==> src/rtl/mdu_iter_if.sv <==
// Request/response bundle for the iterative multiply/divide unit.
// The EXU side is the master; the MDU itself is the slave.
interface mdu_iter_if #(
  parameter int unsigned XLEN = 64
);
  logic            flush;
  logic            in_valid;
  logic            in_ready;
  logic [3:0]      in_op;
  logic [XLEN-1:0] in_src1;
  logic [XLEN-1:0] in_src2;
  logic            out_valid;
  logic            out_ready;
  logic [XLEN-1:0] out_result;
  logic            busy;

  modport master (
    output flush, in_valid, in_op, in_src1, in_src2, out_ready,
    input  in_ready, out_valid, out_result, busy
  );

  modport slave (
    input  flush, in_valid, in_op, in_src1, in_src2, out_ready,
    output in_ready, out_valid, out_result, busy
  );
endinterface

==> src/rtl/mdu_iter.sv <==
// Iterative RV M-extension unit: one shift-add (multiply) or restoring step (divide) per cycle.
// Works on operand magnitudes and fixes signs when the result is captured.
module mdu_iter #(
  parameter int unsigned XLEN = 64,
  parameter bit          W_EN = 1'b1
) (
  input logic       clk,
  input logic       rst_n,
  mdu_iter_if.slave bus
);
  localparam bit          WOk  = (XLEN == 64) && W_EN;
  localparam int unsigned CntW = $clog2(XLEN + 1);
  localparam int unsigned PW   = 2 * XLEN;

  typedef enum logic [1:0] {StIdle, StBusy, StDone} state_e;

  state_e          state_q, state_d;
  logic [CntW-1:0] cnt_q, cnt_d;
  logic [PW-1:0]   p_q, p_d, m_q, m_d;
  logic [XLEN-1:0] a_q, a_d, res_q, res_d;
  logic            mul_q, mul_d, w_q, w_d, high_q, high_d, rem_q, rem_d;
  logic            neg1_q, neg1_d, neg2_q, neg2_d, fast_q, fast_d;

  logic dec_mul, dec_w, dec_high, dec_rem, dec_s1, dec_s2, dec_illegal;
  always_comb begin
    dec_mul = 1'b0; dec_w = 1'b0; dec_high = 1'b0; dec_rem = 1'b0;
    dec_s1 = 1'b0; dec_s2 = 1'b0; dec_illegal = 1'b0;
    unique case (bus.in_op)
      4'd0:  dec_mul = 1'b1;
      4'd1:  begin dec_mul = 1'b1; dec_high = 1'b1; dec_s1 = 1'b1; dec_s2 = 1'b1; end
      4'd2:  begin dec_mul = 1'b1; dec_high = 1'b1; dec_s1 = 1'b1; end
      4'd3:  begin dec_mul = 1'b1; dec_high = 1'b1; end
      4'd4:  begin dec_s1 = 1'b1; dec_s2 = 1'b1; end
      4'd5:  ;
      4'd6:  begin dec_rem = 1'b1; dec_s1 = 1'b1; dec_s2 = 1'b1; end
      4'd7:  dec_rem = 1'b1;
      4'd8:  begin dec_mul = 1'b1; dec_w = 1'b1; end
      4'd9:  begin dec_w = 1'b1; dec_s1 = 1'b1; dec_s2 = 1'b1; end
      4'd10: dec_w = 1'b1;
      4'd11: begin dec_w = 1'b1; dec_rem = 1'b1; dec_s1 = 1'b1; dec_s2 = 1'b1; end
      4'd12: begin dec_w = 1'b1; dec_rem = 1'b1; end
      default: dec_illegal = 1'b1;
    endcase
    if (dec_w && !WOk) dec_illegal = 1'b1;
  end

  logic [XLEN-1:0] s1, s2, mag1, mag2, src1_sx, fast_res;
  logic            neg1, neg2, div_zero, div_ovf, fast, accept;
  always_comb begin
    src1_sx = dec_w ? XLEN'($signed(bus.in_src1[31:0])) : bus.in_src1;
    s1 = bus.in_src1;
    s2 = bus.in_src2;
    if (dec_w) begin
      s1 = dec_s1 ? XLEN'($signed(bus.in_src1[31:0])) : XLEN'(bus.in_src1[31:0]);
      s2 = dec_s2 ? XLEN'($signed(bus.in_src2[31:0])) : XLEN'(bus.in_src2[31:0]);
    end
    neg1 = dec_s1 && s1[XLEN-1];
    neg2 = dec_s2 && s2[XLEN-1];
    mag1 = neg1 ? -s1 : s1;
    mag2 = neg2 ? -s2 : s2;
    div_zero = !dec_mul && (dec_w ? (bus.in_src2[31:0] == 32'd0) : (bus.in_src2 == '0));
    div_ovf  = !dec_mul && dec_s1 &&
               (dec_w ? (bus.in_src1[31:0] == 32'h8000_0000 && &bus.in_src2[31:0])
                      : (bus.in_src1 == {1'b1, {(XLEN-1){1'b0}}} && &bus.in_src2));
    fast = dec_illegal || div_zero || div_ovf;
    if (dec_illegal)   fast_res = '0;
    else if (div_zero) fast_res = dec_rem ? src1_sx : '1;
    else               fast_res = dec_rem ? '0 : src1_sx;
    accept = bus.in_valid && (state_q == StIdle) && !bus.flush;
  end

  logic [CntW-1:0] last;
  logic [PW-1:0]   prod;
  logic [XLEN-1:0] quo, rmd, raw_res, fin_res;
  logic [XLEN:0]   trial;
  always_comb begin
    last    = w_q ? CntW'(32) : CntW'(XLEN);
    prod    = (neg1_q ^ neg2_q) ? -p_q : p_q;
    quo     = (neg1_q ^ neg2_q) ? -a_q : a_q;
    rmd     = neg1_q ? -p_q[XLEN-1:0] : p_q[XLEN-1:0];
    raw_res = mul_q ? (high_q ? prod[PW-1:XLEN] : prod[XLEN-1:0]) : (rem_q ? rmd : quo);
    fin_res = w_q ? XLEN'($signed(raw_res[31:0])) : raw_res;
    trial   = {p_q[XLEN-1:0], a_q[XLEN-1]} - {1'b0, m_q[XLEN-1:0]};
  end

  always_comb begin
    p_d = p_q; m_d = m_q; a_d = a_q; res_d = res_q; cnt_d = cnt_q;
    mul_d = mul_q; w_d = w_q; high_d = high_q; rem_d = rem_q;
    neg1_d = neg1_q; neg2_d = neg2_q; fast_d = fast_q;
    case (state_q)
      StIdle: if (accept) begin
        mul_d = dec_mul; w_d = dec_w; high_d = dec_high; rem_d = dec_rem;
        neg1_d = neg1; neg2_d = neg2; fast_d = fast;
        cnt_d = '0;
        p_d   = '0;
        res_d = fast ? fast_res : res_q;
        m_d   = dec_mul ? PW'(mag1) : PW'(mag2);
        // W dividends sit at the top so the MSB-first loop needs only 32 steps.
        a_d   = dec_mul ? mag2 : (dec_w ? (mag1 << (XLEN - 32)) : mag1);
      end
      StBusy: begin
        if (fast_q || cnt_q == last) begin
          res_d = fast_q ? res_q : fin_res;
        end else begin
          cnt_d = cnt_q + CntW'(1);
          if (mul_q) begin
            if (a_q[0]) p_d = p_q + m_q;
            m_d = m_q << 1;
            a_d = a_q >> 1;
          end else if (!trial[XLEN]) begin
            p_d = PW'(trial[XLEN-1:0]);
            a_d = {a_q[XLEN-2:0], 1'b1};
          end else begin
            p_d = PW'({p_q[XLEN-2:0], a_q[XLEN-1]});
            a_d = {a_q[XLEN-2:0], 1'b0};
          end
        end
      end
      default: ;
    endcase
    if (bus.flush) cnt_d = '0;
  end

  always_comb begin
    state_d = state_q;
    case (state_q)
      StIdle:  if (accept) state_d = StBusy;
      StBusy:  if (fast_q || cnt_q == last) state_d = StDone;
      StDone:  if (bus.out_ready) state_d = StIdle;
      default: state_d = StIdle;
    endcase
    if (bus.flush) state_d = StIdle;
  end

  always_ff @(posedge clk or negedge rst_n) begin
    if (!rst_n) begin
      state_q <= StIdle;
    end else begin
      state_q <= state_d;
    end
  end

  always_ff @(posedge clk or negedge rst_n) begin
    if (!rst_n) begin
      cnt_q <= '0; p_q <= '0; m_q <= '0; a_q <= '0; res_q <= '0;
      mul_q <= 1'b0; w_q <= 1'b0; high_q <= 1'b0; rem_q <= 1'b0;
      neg1_q <= 1'b0; neg2_q <= 1'b0; fast_q <= 1'b0;
    end else begin
      cnt_q <= cnt_d; p_q <= p_d; m_q <= m_d; a_q <= a_d; res_q <= res_d;
      mul_q <= mul_d; w_q <= w_d; high_q <= high_d; rem_q <= rem_d;
      neg1_q <= neg1_d; neg2_q <= neg2_d; fast_q <= fast_d;
    end
  end

  always_comb begin
    bus.in_ready   = (state_q == StIdle);
    bus.out_valid  = (state_q == StDone);
    bus.busy       = (state_q != StIdle);
    bus.out_result = res_q;
  end
endmodule

==> src/flat_wrapper.sv <==
// flat-port wrapper written by rule: the top's interface ports become plain ports
module mdu_iter_flat 
#(
  parameter int unsigned XLEN = 64,
  parameter bit          W_EN = 1'b1
)
  (clk, rst_n, bus_flush, bus_in_valid, bus_in_op, bus_in_src1, bus_in_src2, bus_out_ready, bus_in_ready, bus_out_valid, bus_out_result, bus_busy);
  mdu_iter_if #(.XLEN(XLEN)) bus_i ();
  input logic clk;
  input logic rst_n;
  input wire logic [$bits(bus_i.flush)-1:0] bus_flush;
  input wire logic [$bits(bus_i.in_valid)-1:0] bus_in_valid;
  input wire logic [$bits(bus_i.in_op)-1:0] bus_in_op;
  input wire logic [$bits(bus_i.in_src1)-1:0] bus_in_src1;
  input wire logic [$bits(bus_i.in_src2)-1:0] bus_in_src2;
  input wire logic [$bits(bus_i.out_ready)-1:0] bus_out_ready;
  output wire logic [$bits(bus_i.in_ready)-1:0] bus_in_ready;
  output wire logic [$bits(bus_i.out_valid)-1:0] bus_out_valid;
  output wire logic [$bits(bus_i.out_result)-1:0] bus_out_result;
  output wire logic [$bits(bus_i.busy)-1:0] bus_busy;
  assign bus_i.flush = bus_flush;
  assign bus_i.in_valid = bus_in_valid;
  assign bus_i.in_op = bus_in_op;
  assign bus_i.in_src1 = bus_in_src1;
  assign bus_i.in_src2 = bus_in_src2;
  assign bus_i.out_ready = bus_out_ready;
  assign bus_in_ready = bus_i.in_ready;
  assign bus_out_valid = bus_i.out_valid;
  assign bus_out_result = bus_i.out_result;
  assign bus_busy = bus_i.busy;
  mdu_iter #(.XLEN(XLEN), .W_EN(W_EN)) u_core (.clk(clk), .rst_n(rst_n), .bus(bus_i));
endmodule
==> config.mk <==
export PLATFORM = sky130hd
export DESIGN_NAME = mdu_iter_flat
export DESIGN_NICKNAME = d
export VERILOG_FILES = /design/src/rtl/mdu_iter_if.sv /design/src/rtl/mdu_iter.sv /design/src/flat_wrapper.sv
export SDC_FILE = /design/constraint.sdc
export NUM_CORES = 2
export LEC_CHECK = 0
export BUFFER_PORTS_ARGS = -buffer_cell sky130_fd_sc_hd__buf_4
export CORE_UTILIZATION = 30
export DETAILED_ROUTE_END_ITERATION = 8
export HOLD_SLACK_MARGIN = 0.06
export MAX_ROUTING_LAYER = met4
export PLACE_DENSITY = 0.52
export SLEW_MARGIN = 20
export SYNTH_ARGS = -nofsm -noshare
export SYNTH_HDL_FRONTEND = slang
export SYNTH_SLANG_ARGS = --single-unit
==> constraint.sdc <==
create_clock -name clk -period 4.5 [get_ports clk]
set_clock_uncertainty 0.1 [all_clocks]
set_input_delay 0.225 -clock clk [delete_from_list [all_inputs] [get_ports clk]]
set_output_delay 0.225 -clock clk [all_outputs]
set_load 0.01 [all_outputs]
# --- Word level (Yosys, flattened, before mapping) ---
# Index checks and enable logic that the tools add are counted.
op_classes:
  n_addsub: 8
  mul: 0
  div: 0
  n_lt_le_gt_ge: 0
  eq_ne: 28
  shifts: 0
  muxes: 60
  bitwise_logic: 1
  reduce_logical: 37
ops:
  columns: ["operator", "count"]
  rows:
  - ["$mux 64", 28]
  - ["$mux 128", 8]
  - ["$pmux 128 s2", 2]
  - ["$neg 64->64", 4]
  - ["$pmux 64 s2", 2]
  - ["$add 128x128->128", 1]
  - ["$neg 128->128", 1]
  - ["$sub 65x64->65", 1]
  - ["$eq 64x64->1 const B", 1]
  - ["$logic_not 64->1", 1]
  - ["$reduce_and 64->1", 1]
  - ["$eq 32x32->1 const B", 1]
  - ["$logic_not 32->1", 1]
  - ["$reduce_and 32->1", 1]
  - ["$mux 7", 4]
  - ["$eq 4x4->1 const B", 5]
  - ["$eq 4x3->1 const B", 4]
  - ["$reduce_or 5->1", 3]
  - ["$pmux 7 s2", 1]
  - ["$reduce_or 13->1", 1]
  - ["$mux 1", 10]
  - ["$logic_and 1x1->1", 9]
  - ["$ne 3x2->1 const B", 3]
  - ["$reduce_and 3->1", 3]
  - ["24 further kinds", 38]
word_totals:
  ff_bits: 400
  latch_bits: 0
  ram_bits: 0
  mem_bits_ro: 0
  out_inout_bits: 67
  wordCells: 147
  n_memories: 0

# --- Logic depth before layout (Yosys ltp) ---
logic_depth:
  ltp_word: 11
  mapped_depth: 17

# --- Worst setup path after synthesis ---
# No wires, ideal clock.
synth_timing:
  path_type: "register to register"
  from: "register u_core.p_q[28]"
  to: "register u_core.p_q[12]"
  setup_time_ns: 0.141
  arrival_ns: 3.607
  path_slack_ns: 0.652
  path_stages_with_launch: 17
  n_path_buf: 3
  period_less_slack_ns: 3.848
  path_cell_list: "dfrtp_1 -> ha_1 -> clkbuf_1 -> nand2_1 -> nor2_1 -> nand4_1 -> or4_1 -> a311oi_1 -> o2111ai_1 -> a21oi_1 -> mux2i_1 -> and2_1 -> clkbuf_1 -> clkbuf_1 -> nor2_1 -> a21oi_1 -> o221ai_1"
synth_between:
  elab_chain_cells: 5
synth_rtl:
  columns: ["item", "line", "source"]
  rows:
  - ["start: declaration", "mdu_iter.sv:19", "logic [PW-1:0] p_q, p_d, m_q, m_d;"]
  - ["start signal: assignment", "mdu_iter.sv:145", "cnt_q <= '0; p_q <= '0; m_q <= '0; a_q <= '0; res_q <= '0;"]
  - ["start signal: assignment", "mdu_iter.sv:149", "cnt_q <= cnt_d; p_q <= p_d; m_q <= m_d; a_q <= a_d; res_q <= res_d;"]
  - ["$sub 65x64->65", "mdu_iter.sv:83", "trial = {p_q[XLEN-1:0], a_q[XLEN-1]} - {1'b0, m_q[XLEN-1:0]};"]
  - ["$mux 64", "mdu_iter.sv:110", "end else if (!trial[XLEN]) begin"]
  - ["$mux 128", "mdu_iter.sv:106", "if (mul_q) begin"]
  - ["$mux 128", "mdu_iter.sv:102", "if (fast_q || cnt_q == last) begin"]
  - ["$pmux 128 s2", "mdu_iter.sv:90", "case (state_q)"]
# Every way passes these cells. The select of a mux whose other input is x is not followed.
# A chain may end at the register's enable or synchronous reset.

# --- Worst setup path in the final report ---
layout_timing:
  from: "register u_core.p_q[0]"
  to: "register u_core.res_q[2], in the netlist u_core.bus.out_result[2]"
layout_between:
  elab_chain_cells: 8
  elab_cells_between_ends: 11
  cone_classes: "add/sub: 2; mux: 9"
layout_rtl:
  columns: ["item", "line", "source"]
  rows:
  - ["$neg 128->128 / $neg 64->64 (equally long branches)", "mdu_iter.sv:78, mdu_iter.sv:80", null]
  - ["$mux 128 / $mux 64 (equally long branches)", "mdu_iter.sv:78, mdu_iter.sv:80", null]
  - ["$mux 64", "mdu_iter.sv:81", "raw_res = mul_q ? (high_q ? prod[PW-1:XLEN] : prod[XLEN-1:0]) : (rem_q ? rmd : quo);"]
  - ["$mux 64 *", "mdu_iter.sv:81", null]
  - ["$mux 64 *", "mdu_iter.sv:82", "fin_res = w_q ? XLEN'($signed(raw_res[31:0])) : raw_res;"]
  - ["$mux 64 *", "mdu_iter.sv:103", "res_d = fast_q ? res_q : fin_res;"]
  - ["$mux 64 *", "mdu_iter.sv:102", null]
  - ["$pmux 64 s2 *", "mdu_iter.sv:90", null]
  - ["end signal: assignment", "mdu_iter.sv:145", null]
  - ["end signal: assignment", "mdu_iter.sv:149", null]
  - ["end: declaration", "mdu_iter.sv:20", "logic [XLEN-1:0] a_q, a_d, res_q, res_d;"]
# Every way passes the cells marked *; elsewhere a longest branch is shown, timed or not. The select of a mux whose other input is x is not followed.

==> flow_metrics.env <==
export IMPL_die_area_um2=144300
export IMPL_hold_viol_final=0
export IMPL_rows=138
export IMPL_grt_pass1_wl_mm=326.6
export IMPL_critPathMaxFanout=8
export IMPL_clkTransAtPathRegs_ns=0.07
export IMPL_antenna_found_initial=13
export IMPL_ant_nets=0
export IMPL_r2r_start="u_core.p_q[0]$_DFFE_PN0P_"
export IMPL_cp_common_cell="buf_4"
export IMPL_min_delay_start="bus_in_src1[57]"
export IMPL_fillers=15150
export IMPL_drc=0
export IMPL_ys_ff_latch=400
export IMPL_synth_top_cells_by_count="nand2_1 (780), a21oi_1 (655), o21ai_0 (588), nor2_1 (511), dfrtp_1 (400)"
export IMPL_synth_top_cell_by_area="dfrtp_1"
export IMPL_ios=204
export IMPL_synth_area_leaders="dfrtp_1 (23%), a21oi_1 (7.7%), o21ai_0 (6.9%), nand2_1 (6.8%), ha_1 (5.8%)"
export IMPL_rr_endpoint="u_core.bus.out_result[2]$_DFFE_PN0P_"
export IMPL_port_buffers=203
export IMPL_drt_initial_drc_count=6303
export IMPL_avgSynthCellArea_um2=7.162
export IMPL_clkLatencyLatePin_ns=0.70
export IMPL_ir_worst_vdd_v=0.0003896
export IMPL_syn_area_um2=42850
export IMPL_syn2layout_area_growth_pct=21.71
export IMPL_cts_root_buf="clkbuf_16"
export IMPL_totalWireLength_mm=226.8
export IMPL_layout_min_cycle_time_ns=4.505
export IMPL_ys_async_sr_fraction=1.000
export IMPL_cp_start_kind="flip-flop"
export IMPL_slew_viol_final=0
export IMPL_min_period_over_period=1.001
export IMPL_cts_path_max_buffers=3
export IMPL_die_h_um=379.9
export IMPL_drt_wirelength_per_cell_um=27.22
export IMPL_drv_cap=0
export IMPL_p_leak_nw=22.09
export IMPL_min_path_type="primary input to flip-flop"
export IMPL_first_pass_iters=6
export IMPL_cp_end_kind="flip-flop"
export IMPL_synthFlopType="dfrtp_1"
export IMPL_via_per_inst=5.955
export IMPL_yosysUniqueCellTypes=99
export IMPL_violations="negative setup slack"
export IMPL_place_hpwl_mm=180.7
export IMPL_slew_headroom=0.2887
export IMPL_synth_top_area_frac=0.2336
export IMPL_yosys_warnings=0
export IMPL_grt_ovfl_total=0
export IMPL_yosysMostFrequentCell="nand2_1"
export IMPL_critPathKind="flip-flop to flip-flop"
export IMPL_synthCells=5983
export IMPL_nets=6727
export IMPL_max_freq_ghz=0.2220
export IMPL_num_vias=49620
export IMPL_synth_nets=6320
export IMPL_ys_seq_area_frac=0.2336
export IMPL_setup_viol=1
export IMPL_power_density_nw_per_um2=638.1
export IMPL_grt_pass1_vias=46070
export IMPL_clkSinkCount=400
export IMPL_core_area_um2=141600
export IMPL_drive_above_1_share=0.1613
export IMPL_power_total_mw=33.28
export IMPL_gr_usage_all_layers=0.3106
export IMPL_tritoncts="yes"
export IMPL_start_util=0.3026
export IMPL_htreeDepth=2
export IMPL_place_ws_ns=-0.3412
export IMPL_worstPathRequired_ns=4.97
export IMPL_hold_path_endpoint="u_core.a_q[57]$_DFFE_PN0P_"
export IMPL_crit_arrival_ns=4.98
export IMPL_path_cells="buf_4, inv_1, ha_1, or3b_1, nor4_4, buf_4, nand4b_4, buf_4, or4_1, nand2_1, xor2_2, a21oi_1, a221oi_4, a21oi_1"
export IMPL_critPathSlowestCell="or4_1"
export IMPL_setup_ws_ns=-0.005143
export IMPL_grt_max_degree=100
export IMPL_die_width_um=379.9
export IMPL_worst_pin_slew_ns=1.067
export IMPL_synth_enable_flop_cells=0
export IMPL_outcome="finished, violations left"
export IMPL_finalWeightedCongestion=1.041
export IMPL_reg2reg_depth=14
export IMPL_holdPathStages=5
export IMPL_slowest_delay_ns=0.66
export IMPL_r2r_setup_slack_ns=-0.005
export IMPL_cts_buffers=55
where the power goes:
part | total [mW] | internal (mW) | switching, mW
Sequential | 5.99 | 4.51 | 1.48
Combinational | 22.3 | 8.61 | 13.7
Clock | 4.97 | 2.90 | 2.07
area by class of cell:
class                      instances  area [um2]  area share
antenna                            6       15.01   0.0002879
clock buffer                      67        1481     0.02841
clock inverter                    36       509.2    0.009764
inverter                         139       521.8     0.01000
multi-input combinational       4973       30740      0.5895
sequential                       400       10020      0.1921
tap                             1890        2365     0.04534
timing repair buffer             821        6499      0.1246
critical path, delay by kind of cell (launching register included):
family | cells | cell delay [ns]
flip-flops | 1 | 0.38
AO/OA/AOI/OAI | 3 | 0.82
AND/OR/NAND/NOR | 5 | 1.75
XOR/XNOR | 1 | 0.37
adder cells (fa/ha/maj) | 1 | 0.23
buffers and inverters | 4 | 0.71
metrics by stage:
stage	util	cell area, um2	setup TNS (ns)	hold WS [ns]	cells
floorplan	-	42850	0	-0.1706	5983
global placement	0.3510	49700	-1.695	0.1690	8191
detailed placement	0.3510	49700	-1.355	0.1649	8191
CTS	0.3673	52000	0	0.06021	8323
global route	0.3683	52150	-0.08664	0.1247	8332
finish	0.3683	52150	-0.005143	0.09490	8332
cells in the final DEF, fill, tap and decap left out, types with 19 or more instances in the layout:
cell           synthesis  layout
nand2_1              780     776
o22ai_1               51      51
a21o_1                95      94
o21a_1                23      23
mux2_2                19      19
o21bai_1              41      41
xnor2_1              282     279
o211ai_1              47      47
a221oi_1              32      31
nor2b_1               33      31
clkbuf_16              0      55
o21ai_1               31      31
xor2_1               232     227
nand3_1              164     164
nor2_1               511     503
or2_2                 20      19
mux2i_1               72      72
and2_1                21      20
a22oi_1               63      62
nor3_1               128     126
dlygate4sd3_1          0      26
buf_12                 0      21
ha_1                 198     198
or3_1                 69      69
a211oi_1              68      67
and3_1                25      25
o41ai_1               31      31
a31oi_1               87      86
nand4_1              111     111
o31ai_1               95      93
o21ai_0              588     585
o221ai_1              56      56
nand2b_1              40      39
or4_1                 39      38
a21oi_1              655     652
nor4_1                50      48
inv_1                139     139
buf_4                  4     773
dfrtp_1              400     396
layer usage:
metal / vias up / part of all wire / track usage / wire [um]
li1: 22560 / - / - / -
met1: 24210 / 0.45 / 0.4345 / 101500
met2: 2485 / 0.42 / 0.4422 / 94920
met3: 364 / 0.093 / 0.05745 / 21080
met4: 0 / 0.041 / 0.1092 / 9263
met5: - / 0 / - / 0
logic make-up after synthesis:
group | count (synthesis) | synth area share
compound gates | 2105 | 0.3005
buf+inv | 610 | 0.05589
xor+xnor | 514 | 0.1051
mux | 91 | 0.02181
fa+ha+maj | 200 | 0.05875
flops | 400 | 0.2336
simple gates | 2063 | 0.2244
worst max-delay path by stage:
stage | startpoint | to | slack (ns) | cells after the start
after floorplan | u_core.p_q[28]$_DFFE_PN0P_ | u_core.p_q[12]$_DFFE_PN0P_ | 0.65 | 16
after global placement | u_core.p_q[0]$_DFFE_PN0P_ | u_core.bus.out_result[2]$_DFFE_PN0P_ | -0.35 | 12
after detailed placement | u_core.p_q[0]$_DFFE_PN0P_ | u_core.bus.out_result[2]$_DFFE_PN0P_ | -0.34 | 12
after CTS | u_core.p_q[0]$_DFFE_PN0P_ | u_core.bus.out_result[36]$_DFFE_PN0P_ | 0.006 | 15
after global routing | u_core.m_q[0]$_DFFE_PN0P_ | u_core.p_q[126]$_DFFE_PN0P_ | -0.04 | 19
final | u_core.p_q[0]$_DFFE_PN0P_ | u_core.bus.out_result[2]$_DFFE_PN0P_ | -0.005 | 14
registers in the layout, indices dropped and copies added (netlist names):
| name | count |
|---|---|
| u_core.m_q | 128 |
| u_core.p_q | 128 |
| u_core.a_q | 64 |
| u_core.bus.out_result | 64 |
| u_core.cnt_q | 7 |
| u_core.state_q | 2 |
| u_core.fast_q | 1 |
| u_core.high_q | 1 |
| u_core.mul_q | 1 |
| u_core.neg1_q | 1 |
| u_core.neg2_q | 1 |
| u_core.rem_q | 1 |
| u_core.w_q | 1 |
what timing repair did:
| item | CTS | global route |
|---|---|---|
| endpoints found under the setup margin | 11 | 67 |
| resized for setup | 5 | 18 |
| pin swaps | 3 | 3 |
| gates cloned | 0 | 0 |
| endpoints found under the hold margin | 243 | 0 |
| setup buffers | 3 | 2 |
| hold buffers | 26 | 0 |
Note: power is estimated with default switching activity, not from simulation.
